$ cat config.mk
export PLATFORM = sky130hd
export DESIGN_NAME = alu_issue_stage
export DESIGN_NICKNAME = d
export VERILOG_FILES = /design/src/rtl/alu_pkg.sv /design/src/rtl/alu_decoder.sv /design/src/rtl/alu_issue_stage.sv
export SDC_FILE = /design/constraint.sdc
export NUM_CORES = 1
export LEC_CHECK = 0
export BUFFER_PORTS_ARGS = -buffer_cell sky130_fd_sc_hd__buf_4
export CAP_MARGIN = 10
export CORE_MARGIN = 2
export CORE_UTILIZATION = 30
export DETAILED_ROUTE_END_ITERATION = 8
export PLACE_DENSITY = 0.6
export SETUP_SLACK_MARGIN = 0.1
export SLEW_MARGIN = 0
export SYNTH_ARGS = -nofsm -noshare
export SYNTH_HDL_FRONTEND = slang
export SYNTH_HIERARCHICAL = 1
export SYNTH_SLANG_ARGS = --single-unit
$ cat constraint.sdc
create_clock -name clk -period 4.55 [get_ports clk]
set_clock_uncertainty 0.1 [all_clocks]
set_input_delay 0.91 -clock clk [delete_from_list [all_inputs] [get_ports clk]]
set_output_delay 0.91 -clock clk [all_outputs]
set_load 0.01 [all_outputs]
$ cat src/rtl/alu_pkg.sv
// Shared ALU control codes, opcode/funct3 constants and the decoded-control types
// used by the issue stage, the ALU and the forwarding unit.
package alu_pkg;

  localparam int XLEN = 32;

  typedef enum logic [2:0] {
    ALU_ADD = 3'b000,
    ALU_SUB = 3'b001,
    ALU_AND = 3'b010,
    ALU_OR  = 3'b011,
    ALU_SLT = 3'b101
  } alu_ctrl_e;

  localparam logic [6:0] OP_R      = 7'b0110011;
  localparam logic [6:0] OP_I      = 7'b0010011;
  localparam logic [6:0] OP_LOAD   = 7'b0000011;
  localparam logic [6:0] OP_STORE  = 7'b0100011;
  localparam logic [6:0] OP_BRANCH = 7'b1100011;
  localparam logic [6:0] OP_LUI    = 7'b0110111;

  localparam logic [2:0] F3_ADD = 3'b000;
  localparam logic [2:0] F3_SLT = 3'b010;
  localparam logic [2:0] F3_OR  = 3'b110;
  localparam logic [2:0] F3_AND = 3'b111;
  localparam logic [2:0] F3_LW  = 3'b010;
  localparam logic [2:0] F3_SW  = 3'b010;
  localparam logic [2:0] F3_BEQ = 3'b000;

  typedef struct packed {
    alu_ctrl_e   alu_ctrl;
    logic [31:0] src_a;
    logic [31:0] src_b;
    logic [4:0]  rd;
    logic [4:0]  rs1;
    logic [4:0]  rs2;
    logic        rs1_used;
    logic        rs2_used;
    logic        reg_write;
    logic        mem_read;
    logic        mem_write;
    logic        illegal;
  } dec_ctrl_t;

  typedef struct packed {
    logic        valid;
    alu_ctrl_e   alu_ctrl;
    logic [31:0] src_a;
    logic [31:0] src_b;
    logic [31:0] rs2_data;
    logic [31:0] pc;
    logic [4:0]  rd;
    logic [4:0]  rs1;
    logic [4:0]  rs2;
    logic        reg_write;
    logic        mem_read;
    logic        mem_write;
    logic        illegal;
  } ex_reg_t;

  function automatic logic [31:0] sext12(input logic [11:0] imm);
    return {{20{imm[11]}}, imm};
  endfunction

endpackage

$ cat src/rtl/alu_decoder.sv
// Combinational decode of the ALU-relevant RV32I subset into ALU control,
// operand values, register indices and write/memory flags.
module alu_decoder
  import alu_pkg::*;
(
  input  logic [31:0] i_instr,
  input  logic [31:0] i_rs1_data,
  input  logic [31:0] i_rs2_data,
  output dec_ctrl_t   o_dec
);

  logic [6:0] w_op;
  logic [2:0] w_f3;
  logic       w_f7b5;
  dec_ctrl_t  w_dec;

  assign w_op   = i_instr[6:0];
  assign w_f3   = i_instr[14:12];
  assign w_f7b5 = i_instr[30];

  always_comb begin
    w_dec           = '0;
    w_dec.alu_ctrl  = ALU_ADD;
    w_dec.src_a     = i_rs1_data;
    w_dec.src_b     = i_rs2_data;
    w_dec.rd        = i_instr[11:7];
    w_dec.rs1_used  = 1'b1;
    w_dec.rs2_used  = 1'b1;

    case (w_op)
      OP_R: begin
        w_dec.reg_write = 1'b1;
        case (w_f3)
          F3_ADD:  w_dec.alu_ctrl = w_f7b5 ? ALU_SUB : ALU_ADD;
          F3_AND:  w_dec.alu_ctrl = ALU_AND;
          F3_OR:   w_dec.alu_ctrl = ALU_OR;
          F3_SLT:  w_dec.alu_ctrl = ALU_SLT;
          default: w_dec.illegal  = 1'b1;
        endcase
      end
      OP_I: begin
        w_dec.reg_write = 1'b1;
        w_dec.rs2_used  = 1'b0;
        w_dec.src_b     = sext12(i_instr[31:20]);
        case (w_f3)
          F3_ADD:  w_dec.alu_ctrl = ALU_ADD;
          F3_SLT:  w_dec.alu_ctrl = ALU_SLT;
          F3_OR:   w_dec.alu_ctrl = ALU_OR;
          F3_AND:  w_dec.alu_ctrl = ALU_AND;
          default: w_dec.illegal  = 1'b1;
        endcase
      end
      OP_LOAD: begin
        w_dec.rs2_used  = 1'b0;
        w_dec.src_b     = sext12(i_instr[31:20]);
        w_dec.mem_read  = 1'b1;
        w_dec.reg_write = 1'b1;
        w_dec.illegal   = (w_f3 != F3_LW);
      end
      OP_STORE: begin
        w_dec.src_b     = sext12({i_instr[31:25], i_instr[11:7]});
        w_dec.mem_write = 1'b1;
        w_dec.illegal   = (w_f3 != F3_SW);
      end
      OP_BRANCH: begin
        w_dec.alu_ctrl = ALU_SUB;
        w_dec.illegal  = (w_f3 != F3_BEQ);
      end
      OP_LUI: begin
        w_dec.reg_write = 1'b1;
        w_dec.rs1_used  = 1'b0;
        w_dec.rs2_used  = 1'b0;
        w_dec.src_a     = '0;
        w_dec.src_b     = {i_instr[31:12], 12'b0};
      end
      default: w_dec.illegal = 1'b1;
    endcase

    // Illegal encodings fall back to a harmless add that reads both sources.
    if (w_dec.illegal) begin
      w_dec.alu_ctrl  = ALU_ADD;
      w_dec.src_a     = i_rs1_data;
      w_dec.src_b     = i_rs2_data;
      w_dec.rs1_used  = 1'b1;
      w_dec.rs2_used  = 1'b1;
      w_dec.reg_write = 1'b0;
      w_dec.mem_read  = 1'b0;
      w_dec.mem_write = 1'b0;
    end

    if (w_dec.rd == 5'd0) w_dec.reg_write = 1'b0;

    // Unused sources report index 0 so the forwarding unit never matches them.
    w_dec.rs1 = w_dec.rs1_used ? i_instr[19:15] : 5'd0;
    w_dec.rs2 = w_dec.rs2_used ? i_instr[24:20] : 5'd0;
  end

  assign o_dec = w_dec;

endmodule

$ cat src/rtl/alu_issue_stage.sv
// ID/EX issue stage: decodes the ID instruction, detects load-use hazards and
// registers the ALU controls and operands into the ID/EX pipeline register.
module alu_issue_stage
  import alu_pkg::*;
#(
  parameter int XLEN            = 32,
  parameter bit LOAD_USE_DETECT = 1'b1
) (
  input  logic            clk,
  input  logic            rst_n,
  input  logic            id_valid,
  input  logic [31:0]     id_instr,
  input  logic [XLEN-1:0] id_pc,
  input  logic [XLEN-1:0] id_rs1_data,
  input  logic [XLEN-1:0] id_rs2_data,
  input  logic            stall_in,
  input  logic            flush,
  output logic            id_stall,
  output logic            ex_valid,
  output logic [XLEN-1:0] ex_src_a,
  output logic [XLEN-1:0] ex_src_b,
  output logic [2:0]      ex_alu_control,
  output logic [XLEN-1:0] ex_rs2_data,
  output logic [XLEN-1:0] ex_pc,
  output logic [4:0]      ex_rd,
  output logic [4:0]      ex_rs1,
  output logic [4:0]      ex_rs2,
  output logic            ex_reg_write,
  output logic            ex_mem_read,
  output logic            ex_mem_write,
  output logic            ex_illegal
);

  dec_ctrl_t w_dec;
  ex_reg_t   w_next;
  ex_reg_t   r_ex;
  logic      w_rs1_hit;
  logic      w_rs2_hit;
  logic      w_hz;

  alu_decoder u_dec (
    .i_instr    (id_instr),
    .i_rs1_data (id_rs1_data),
    .i_rs2_data (id_rs2_data),
    .o_dec      (w_dec)
  );

  assign w_rs1_hit = w_dec.rs1_used && (r_ex.rd == id_instr[19:15]);
  assign w_rs2_hit = w_dec.rs2_used && (r_ex.rd == id_instr[24:20]);
  assign w_hz      = LOAD_USE_DETECT && id_valid && r_ex.valid && r_ex.mem_read &&
                     (r_ex.rd != 5'd0) && (w_rs1_hit || w_rs2_hit);
  assign id_stall  = (w_hz || stall_in) && !flush;

  always_comb begin
    w_next           = '0;
    w_next.valid     = 1'b1;
    w_next.alu_ctrl  = w_dec.alu_ctrl;
    w_next.src_a     = w_dec.src_a;
    w_next.src_b     = w_dec.src_b;
    w_next.rs2_data  = id_rs2_data;
    w_next.pc        = id_pc;
    w_next.rd        = w_dec.rd;
    w_next.rs1       = w_dec.rs1;
    w_next.rs2       = w_dec.rs2;
    w_next.reg_write = w_dec.reg_write;
    w_next.mem_read  = w_dec.mem_read;
    w_next.mem_write = w_dec.mem_write;
    w_next.illegal   = w_dec.illegal;
  end

  // Flush beats stall; a hazard inserts a bubble while ID re-presents its instruction.
  always_ff @(posedge clk or negedge rst_n) begin
    if (!rst_n) begin
      r_ex <= '0;
    end else if (flush) begin
      r_ex <= '0;
    end else if (stall_in) begin
      r_ex <= r_ex;
    end else if (w_hz || !id_valid) begin
      r_ex <= '0;
    end else begin
      r_ex <= w_next;
    end
  end

  assign ex_valid       = r_ex.valid;
  assign ex_src_a       = r_ex.src_a;
  assign ex_src_b       = r_ex.src_b;
  assign ex_alu_control = r_ex.alu_ctrl;
  assign ex_rs2_data    = r_ex.rs2_data;
  assign ex_pc          = r_ex.pc;
  assign ex_rd          = r_ex.rd;
  assign ex_rs1         = r_ex.rs1;
  assign ex_rs2         = r_ex.rs2;
  assign ex_reg_write   = r_ex.reg_write;
  assign ex_mem_read    = r_ex.mem_read;
  assign ex_mem_write   = r_ex.mem_write;
  assign ex_illegal     = r_ex.illegal;

endmodule

==> PnR_summary.wiki <==
{| class="wikitable"
! Metric !! Value
|-
| Outcome || finished, final reports clean
|-
| Final-report hold violation count || 0
|-
| Number of global-route vias before repair || ~7700
|-
| Share of synthesized area spent on multiplexers || less than 1%
|-
| Worst setup EP type || output pin
|-
| Largest buffer count on any clock path || 2
|-
| Overall routing resource usage || 20.0%
|-
| Pint || about 2500 uW
|-
| Total Neg Setup Slack || 0 ps
|-
| Number of pins exceeding their max-slew limit in the final report || 0
|-
| Total Routed Length || between 30000 and 40000 microns
|-
| Post-CTS setup buffer count || 0
|-
| Crit-path max FO || 14
|-
| Global-route wire length before repair || 48700 microns
|-
| Clock period minus final worst setup slack || 4020 ps
|-
| Worst IR Drop VDD || 178 uV
|-
| Area post-placement || between 10000 and 15000 sq um
|-
| Inserted Clock Buffers || 17
|-
| Syn Inst Count || just under 900
|-
| Post-synth EDFFs || 0
|-
| Worst-Skew Late Latency || approximately 430 ps
|-
| Startpoint type of the worst setup path || primary input
|-
| Global placer's final weighted congestion || 0.859
|-
| R2r endpoint || ex_pc[5]$_DFFE_PN0P_
|-
| Logic pwr share || between 20 and 25%
|-
| Final net count || approximately 1200
|-
| Fraction of registers with async set/reset || 100%
|-
| Leakage power summed over all cells || 0.00640 uW
|-
| Count of pins on the block boundary || about 290
|-
| Startpoint of the worst-slack reg-to-reg timing path || ex_rd[0]$_DFFE_PN0P_
|-
| Clock-pin slew on the worst setup and hold paths || roughly 70 ps
|-
| Power density over the cells || approximately 310 nW/um^2
|-
| Initial Util || between 30% and 40%
|-
| Iter 0 DRT Violations || ~800
|-
| RSZ-0062 raised after global routing || false
|-
| Rel. slew slack || between 20% and 30%
|-
| Warnings from Yosys || 6
|-
| Number of antenna violations at the first check in global routing || 1
|-
| Required time at the endpoint of the critical path || about 3500 ps
|-
| Compound-gate portion of the synthesized area || between 30% and 40%
|-
| Number of sinks driven by the clock tree || between 150 and 200
|-
| Depth of the most critical reg-to-reg path || 5
|-
| Critical path class || primary input to output pin
|-
| CTS HTree Levels || 4
|-
| Main synth FF type || dfrtp_1
|-
| Clock group share of total power || 38.9%
|-
| Buffer type at the clock tree root || clkbuf_16
|-
| Final global-route overflow total || 0
|-
| #FFs+latches synth || between 150 and 200
|-
| Post-synthesis share of cell area spent on full adders, half adders and majority gates || 0%
|-
| Number of gates resized after CTS || 0
|-
| Number of different library cells in the post-synthesis netlist || 48
|-
| Placeable core region || between 20000 and 30000 sq um
|-
| Xor/xnor cell area share of the yosys netlist || 0.968%
|-
| Minimum setup slack among reg-to-reg paths || ~2000 ps
|-
| CTS tree || yes
|-
| Commonest cells after routing, fill and taps aside || buf_4, a22o_1, a21o_1, dfrtp_1, nor3b_1
|-
| Maximum number of pins on one net before global-route repair || 152
|-
| Combinational family with the most area after synthesis || compound AO/OA/AOI/OAI gates
|-
| Average cell area after synthesis || ~10 sq um
|-
| Simple-Gate Fraction of Synth Area || a little under a fifth
|-
| Max-capacitance violation count || 0
|-
| Die H || ~180 microns
|-
| Port-buffer cells || between 200 and 300
|-
| NetSw || 1110 uW
|-
| Antenna Nets Post-Route || 0
|-
| Initial DRT Pass Iterations || 5
|-
| Number of rows created at floorplan || 63
|-
| Via density per instance || between 5 and 6
|-
| Switching Share || 30.4%
|-
| Most common cell after layout, fill and taps aside || buf_4
|-
| Share of the clock period used by the worst path after layout || ~90%
|-
| Peak clock frequency supported by timing || between 0.2 and 0.25 GHz
|-
| Die outline width || ~180 microns
|-
| Slew @ Worst Pin || about 1100 ps
|-
| Final setup violation count || 0
|-
| WL/cell || roughly 22 microns
|-
| Sequential cell area fraction in the yosys report || a little over two fifths
|-
| Die Outline Area || 31600 sq um
|-
| Finished Cell Area || between 10000 and 15000 sq um
|-
| Synth-to-layout area growth || 31.8%
|-
| Class of the worst hold path || primary input to asynchronous set/reset pin
|-
| Cts hold-fix bufs || 0
|-
| Sequential power share || between 40% and 50%
|-
| Half-perimeter wire length of the detailed placement result || 20100 microns
|-
| WP data arrival || between 3000 and 4000 ps
|-
| Via total after detailed routing || between 8000 and 9000
|-
| Cell area after technology mapping || 9040 sq um
|-
| Share of post-route cells with drive strength above 1 || a little under a third
|-
| Syn Nets || 1009
|-
| Post-route DRC || 0
|}
metrics by stage:
stage | setup slack (ps) | power (uW) | util, % | std cells | hold WS (ps)
after floorplan | 482 | 1870 | - | 876 | 514
after global placement | 589 | 2250 | 38.3 | 1454 | 462
after detailed placement | 538 | 2260 | 38.3 | 1454 | 463
after CTS | 531 | 3690 | 40.2 | 1486 | 389
after global routing | 426 | 3810 | 40.2 | 1487 | 404
final | 526 | 3650 | 40.2 | 1487 | 370
metal layers:
metal  wire [microns]  GRT usage [%]
met1            14600           27.7
met2            15400           31.3
met3             1600           3.77
met4              740           6.83
met5                0              0
power by group through the flow:
stage	logic [uW]	clock network, uW	registers (uW)
detailed placement	738	0	1520
CTS	741	1460	1500
global placement	738	0	1520
global route	792	1510	1500
finish	734	1420	1490
floorplan	319	0	1560
synthesized netlist by cell type, types with 4 or more instances:
| cell type | count | area [sq um] |
|---|---|---|
| a21o_1 | 151 | 1130 |
| a21oi_1 | 26 | 130 |
| a22o_1 | 158 | 1380 |
| and2_1 | 44 | 275 |
| buf_2 | 13 | 65.1 |
| buf_4 | 14 | 105 |
| buf_6 | 5 | 56.3 |
| clkbuf_1 | 71 | 267 |
| dfrtp_1 | 151 | 3780 |
| nand2b_1 | 4 | 25.0 |
| nor2_1 | 7 | 26.3 |
| nor2b_1 | 6 | 37.5 |
| nor3_1 | 4 | 20.0 |
| nor3b_1 | 150 | 1130 |
| o2bb2ai_1 | 24 | 210 |
| xor2_1 | 8 | 70.1 |
cell families (layout without fill, tap and decap cells):
kind of cell    after synthesis  in the layout
xor+xnor                     10             10
simple gates                238            238
flops                       151            151
buf+inv                     107            327
compound gates              369            369
mux                           1              1
other cells                   0              1
worst max-delay path: stages:
cell and delay (ps):
buf_4 160, nor2b_2 210, and3b_4 200, o221a_1 280, or3_1 460, and2_1 200, a32oi_4 270, o21bai_1 150
buf_4 170
area by class of cell:
| type | count | area, sq um |
|---|---|---|
| Antenna cell | 1 | 2.50 |
| Clock buffer | 18 | 439 |
| Tap cell | 390 | 488 |
| Multi-Input combinational cell | 618 | 4800 |
| Sequential cell | 151 | 3780 |
| Timing Repair Buffer | 294 | 2270 |
| Inverter | 1 | 3.75 |
| Clock inverter | 14 | 134 |
| Fill cell | 2944 | 17700 |
worst max-delay path by stage:
| stage | start | to | depth (start not counted) |
|---|---|---|---|
| after global placement | id_instr[5] | id_stall | 9 |
| final | id_instr[5] | id_stall | 9 |
| after floorplan | id_instr[2] | id_stall | 9 |
| after global routing | id_instr[3] | id_stall | 9 |
| after CTS | id_instr[5] | id_stall | 9 |
| after detailed placement | id_instr[5] | id_stall | 9 |
sequential cells by signal, indices dropped and copies added (netlist names):
register,flops
ex_mem_write,1
ex_rs2_data,32
ex_reg_write,1
ex_mem_read,1
ex_valid,1
ex_src_b,32
ex_rs1,5
ex_pc,32
ex_rd,5
ex_src_a,32
ex_illegal,1
ex_rs2,5
ex_alu_control,3
Power figures use the tool's default switching activity.
